File: src/rtl/clkdiv_pkg.sv
// Shared constants for the multi-channel clock divider.
// Channel output modes and the power-on divisor live here.
package clkdiv_pkg;

    localparam int CNT_W = 28;

    localparam logic MODE_TOGGLE = 1'b0;
    localparam logic MODE_PULSE  = 1'b1;

    localparam logic [CNT_W-1:0] DEFAULT_DIV = 28'd100000000;

endpackage

File: src/rtl/clkdiv_channel.sv
// One divider channel: counter, shadowed divisor and registered tick/out.
// Divisor loads while running are held pending until the next wrap.
module clkdiv_channel
    import clkdiv_pkg::*;
#(
    parameter int               W        = CNT_W,
    parameter logic [W-1:0]     INIT_DIV = W'(DEFAULT_DIV)
) (
    input  logic         clk_in,
    input  logic         reset_in,
    input  logic [W-1:0] div_val,
    input  logic         load,
    input  logic         en,
    input  logic         mode,
    input  logic         resync,
    output logic         tick,
    output logic         out
);

    logic [W-1:0] count;
    logic [W-1:0] active_div;
    logic [W-1:0] pending_div;
    logic         pend_valid;
    logic         running;
    logic         terminal;

    // A zero divisor is treated as disabled before the terminal compare.
    assign running  = en && (active_div != '0);
    assign terminal = (count == active_div - {{(W-1){1'b0}}, 1'b1});

    always_ff @(posedge clk_in or posedge reset_in) begin
        if (reset_in) begin
            count       <= '0;
            active_div  <= INIT_DIV;
            pending_div <= '0;
            pend_valid  <= 1'b0;
            tick        <= 1'b0;
            out         <= 1'b0;
        end else if (resync) begin
            count      <= '0;
            tick       <= 1'b0;
            out        <= 1'b0;
            pend_valid <= 1'b0;
            if (load) begin
                active_div <= div_val;
            end else if (pend_valid) begin
                active_div <= pending_div;
            end
        end else if (running) begin
            if (terminal) begin
                count      <= '0;
                tick       <= 1'b1;
                out        <= (mode == MODE_PULSE) ? 1'b1 : ~out;
                pend_valid <= 1'b0;
                // A load landing on the wrap edge beats any older pending value.
                if (load) begin
                    active_div <= div_val;
                end else if (pend_valid) begin
                    active_div <= pending_div;
                end
            end else begin
                count <= count + {{(W-1){1'b0}}, 1'b1};
                tick  <= 1'b0;
                if (mode == MODE_PULSE) begin
                    out <= 1'b0;
                end
                if (load) begin
                    pending_div <= div_val;
                    pend_valid  <= 1'b1;
                end
            end
        end else begin
            count <= '0;
            tick  <= 1'b0;
            if (mode == MODE_PULSE) begin
                out <= 1'b0;
            end
            if (load) begin
                active_div <= div_val;
                pend_valid <= 1'b0;
            end
        end
    end

endmodule

File: src/rtl/multi_clkdiv.sv
// Multi-channel clock divider / strobe generator for game timing.
// Slices the packed divisor bus and fans resync out to every channel.
module multi_clkdiv
    import clkdiv_pkg::*;
#(
    parameter int                 NUM_CH      = 4,
    parameter int                 CNT_W       = clkdiv_pkg::CNT_W,
    parameter logic [CNT_W-1:0]   DEFAULT_DIV = CNT_W'(clkdiv_pkg::DEFAULT_DIV)
) (
    input  logic                      clk_in,
    input  logic                      reset_in,
    input  logic [NUM_CH*CNT_W-1:0]   div_val_in,
    input  logic [NUM_CH-1:0]         load_in,
    input  logic [NUM_CH-1:0]         en_in,
    input  logic [NUM_CH-1:0]         mode_in,
    input  logic                      resync_in,
    output logic [NUM_CH-1:0]         tick_out,
    output logic [NUM_CH-1:0]         clk_out
);

    for (genvar i = 0; i < NUM_CH; i++) begin : g_ch
        clkdiv_channel #(
            .W        (CNT_W),
            .INIT_DIV (DEFAULT_DIV)
        ) u_ch (
            .clk_in   (clk_in),
            .reset_in (reset_in),
            .div_val  (div_val_in[i*CNT_W +: CNT_W]),
            .load     (load_in[i]),
            .en       (en_in[i]),
            .mode     (mode_in[i]),
            .resync   (resync_in),
            .tick     (tick_out[i]),
            .out      (clk_out[i])
        );
    end

endmodule

File: config.mk
export PLATFORM = sky130hd
export DESIGN_NAME = multi_clkdiv
export DESIGN_NICKNAME = d
export VERILOG_FILES = /design/src/rtl/clkdiv_pkg.sv /design/src/rtl/clkdiv_channel.sv /design/src/rtl/multi_clkdiv.sv
export SDC_FILE = /design/constraint.sdc
export NUM_CORES = 1
export LEC_CHECK = 0
export CORE_ASPECT_RATIO = 0.8
export CORE_MARGIN = 1.5
export CORE_UTILIZATION = 45
export CTS_BUF_LIST = sky130_fd_sc_hd__clkbuf_8
export CTS_CLUSTER_SIZE = 25
export DETAILED_ROUTE_END_ITERATION = 10
export DONT_BUFFER_PORTS = 1
export GPL_TIMING_DRIVEN = 0
export SLEW_MARGIN = 10
export SYNTH_ARGS = -nofsm -noshare
export SYNTH_HDL_FRONTEND = slang
export SYNTH_SLANG_ARGS = --single-unit
File: constraint.sdc
create_clock -name clk_in -period 14.94 [get_ports clk_in]
set_input_delay 2.988 -clock clk_in [delete_from_list [all_inputs] [get_ports clk_in]]
set_output_delay 2.988 -clock clk_in [all_outputs]
set_load 0.01 [all_outputs]
==> flow_summary.yaml <==
global_route:
  antenna_found_initial: 2
  grt_max_degree: 114
  grt_pass1_vias: 16069
  grt_use_total: 0.235
  grt_pass1_wl_mm: 86.6
  grt_overflow: 0
synthesis:
  synth_edf_count: 0
  syn_nets: 2198
  yosysWarningCount: 0
  synth_area_per_cell_um2: 9.83
  synth_area_leaders: "dfrtp_1 37%, dfstp_2 6.2%, xor2_1 5.3%, mux2_2 5.2%, xnor2_1 5.1%"
  ys_seq_area_frac: 0.433
  async_flop_share: 1.00
  synth_ff_type: "dfrtp_1"
  synth_cell_types: 86
  yosys.area.top_type: "dfrtp_1"
  synth_top_area_share: 0.371
  synth-seq-cells: 348
  syn_area_um2: 20200
  postSynthCellCount: 2059
floorplan:
  die_height_um: 193
  die_w_um: 240
  initial_core_util: 0.456
  die-area_um2: 46300
  core-area_um2: 44400
  fp-row-count: 69
  ioPinCount: 135
critical_path:
  crit_path_start_kind: "flop"
  crit_path_end_kind: "flop"
  r2r-start: "g_ch[0].u_ch.active_div[0]"
  worstReg2RegEnd: "g_ch[0].u_ch.active_div[2]"
  arrival_ns: 5.11
  crit_type: "reg2reg"
  reg2reg_depth: 11
  cp_top_family: "simple AND/OR/NAND/NOR gates"
  critical_path.max_stage_delay_ns: 0.80
  critPathLaunch: "g_ch[0].u_ch.active_div[0]"
  endpoint: "g_ch[0].u_ch.active_div[2]"
  critPathMaxFanout: 10
  required_ns: 15.47
  crit_buf_inv: 3
  critPathSlowestCell: "nor3b_1"
  timing.critical_path.depth: 11
  reg2reg_setup_slack_ns: 10.35
  path_cells: "inv_1, ha_1, nor3b_1, nand4_1, a2111oi_0, nand3_1, nor4b_4, a31oi_1, clkbuf_1, buf_1, o32ai_1"
layout:
  final_common_cell: "dfrtp_1"
  final_cell_mix: "300 x dfrtp_1, 185 x nor2_1, 122 x xor2_1"
  drive_gt1_frac: 0.148
  nets: 2261
  diodes: 0
  area_growth_pct: 9.95
sta:
  fin_crit_sh: 0.307
  setup_viol: 0
  setup_ws_ns: 10.35
  rsz0062_at_grt: "false"
  fmax_ghz: 0.218
  skew_ns: 0.0151
  tightestPinTransition_ns: 0.999
  hold_viol: 0
  period_minus_slack_ns: 4.59
  final_max_slew_viol_count: 0
  relSlewSlack: 0.329
run_status:
  outcome: "finished clean"
routing:
  vias: 16140
  drtPass1Iterations: 5
  wire_per_inst_um: 19.4
  totalWireLength_mm: 53.7
  postRouteAntennaNets: 0
  first_iter_violations: 1125
  drc: 0
  viasPerCell: 5.82
clock_network:
  post-cts-setup-buffers: 0
  clkTransAtPathRegs_ns: 0.06
  hold_buffers: 0
  cts_resized: 0
  cts_buffers: 57
  clockRootBuffer: "clkbuf_8"
  cts_tree: "done"
  clock_path_buffers: 3
  htree_levels: 2
  cts_sinks: 348
  insertion_delay_ns: 0.64
placed_design:
  routabilityCongestion: 0.919
  place_ws_ns: 9.74
  port_buffers: 0
  dp_hpwl_mm: 39.2
run:
  drv_cap: 0
min_path:
  worstHoldPathType: "reg2reg"
power_and_ir_drop:
  leakage_uw: 0.00884
  ir_worst_vdd_v: 0.0000789
  pwr_density_cell_nw_per_um2: 109
  power_uw: 2430
==> per-layer routing <==
layer | global-route usage | vias to the layer above | wire length (µm)
met2 | 0.349 | 375 | 22800
met3 | 0.0598 | 98 | 3670
met5 | 0 | - | 31
met1 | 0.336 | 8002 | 25900
met4 | 0.0689 | 4 | 1230
li1 | - | 7661 | -
==> synth_stat cells, types with 18 or more instances <==
| cell type | n |
|---|---|
| nand3b_1 | 63 |
| buf_2 | 24 |
| nor3_1 | 46 |
| a32oi_1 | 30 |
| xnor2_1 | 118 |
| clkbuf_1 | 80 |
| mux2_4 | 20 |
| and3_1 | 68 |
| nand2_1 | 85 |
| or4_1 | 18 |
| a2bb2oi_1 | 55 |
| inv_1 | 77 |
| o21ai_0 | 77 |
| nand4_1 | 44 |
| xor2_1 | 122 |
| o22ai_1 | 30 |
| a21oi_1 | 54 |
| mux2_2 | 94 |
| dfstp_2 | 48 |
| nor2_1 | 185 |
| nand3_1 | 71 |
| dfrtp_1 | 300 |
| o32ai_1 | 30 |
| or3_1 | 23 |
| nor4_1 | 34 |
| a31oi_1 | 18 |
==> worst register-to-register path, delay by kind of cell, from the launching register on <==
kind	cells	cell delay, ns
simple gates	4	2.04
compound gates	3	1.12
buf+inv	3	0.71
flops	1	0.41
fa+ha+maj	1	0.18
==> how the worst min path moves through the flow <==
stage	endpoint	slack [ns]	startpoint	depth (start not counted)
detailed placement	g_ch[2].u_ch.pending_div[2]	0.48	g_ch[2].u_ch.pending_div[2]	1
CTS	g_ch[2].u_ch.pending_div[20]	0.50	g_ch[2].u_ch.pending_div[20]	1
global placement	g_ch[2].u_ch.pending_div[2]	0.48	g_ch[2].u_ch.pending_div[2]	1
floorplan	g_ch[0].u_ch.count[0]	0.46	g_ch[0].u_ch.count[0]	1
global route	g_ch[2].u_ch.pending_div[26]	0.51	g_ch[2].u_ch.pending_div[26]	1
finish	g_ch[2].u_ch.pending_div[9]	0.49	g_ch[2].u_ch.pending_div[9]	1
==> registers in the layout, summed over array words and instances (netlist names) <==
register and flops:
g_ch.u_ch.count 112, g_ch.u_ch.active_div 112, g_ch.u_ch.pending_div 112, g_ch.u_ch.tick 4
g_ch.u_ch.pend_valid 4, g_ch.u_ch.out 4
==> kinds of logic after synthesis <==
family | after synthesis | synth area share
AO/OA/AOI/OAI | 390 | 0.137
XOR/XNOR | 241 | 0.105
adder cells (fa/ha/maj) | 13 | 0.00791
buffers and inverters | 207 | 0.0438
flip-flops | 348 | 0.433
multiplexers | 116 | 0.0681
AND/OR/NAND/NOR | 744 | 0.205
==> power breakdown <==
| group | total (µW) | leakage [µW] | switching, µW | internal (µW) |
|---|---|---|---|---|
| clock network | 835 | 0.000682 | 393 | 442 |
| logic | 437 | 0.00386 | 235 | 202 |
| registers | 1160 | 0.00429 | 90.8 | 1070 |
| total | 2430 | 0.00884 | 719 | 1710 |
==> cell type report <==
cell class                      count  area (µm²)
Fill cell                        4184       22100
Multi-Input combinational cell   1504       10600
Sequential cell                   348        8770
Clock buffer                       74        1020
Tap cell                          603         754
Buffer                            129         593
Inverter                           78         300
Clock inverter                     32         136
Timing Repair Buffer                4        90.1
==> metrics by stage <==
step                cell area (µm²)  setup TNS, ns   util  hold WS, ns  instances
finish                        22300              0  0.501        0.493       2772
global route                  22300              0  0.501        0.506       2772
CTS                           22200              0  0.501        0.498       2772
detailed placement            21100              0  0.475        0.484       2666
global placement              21000        -455.84  0.473        0.478       2662
floorplan                     20200              0      -        0.464       2059
No activity file was read; power rests on OpenSTA's default activity.
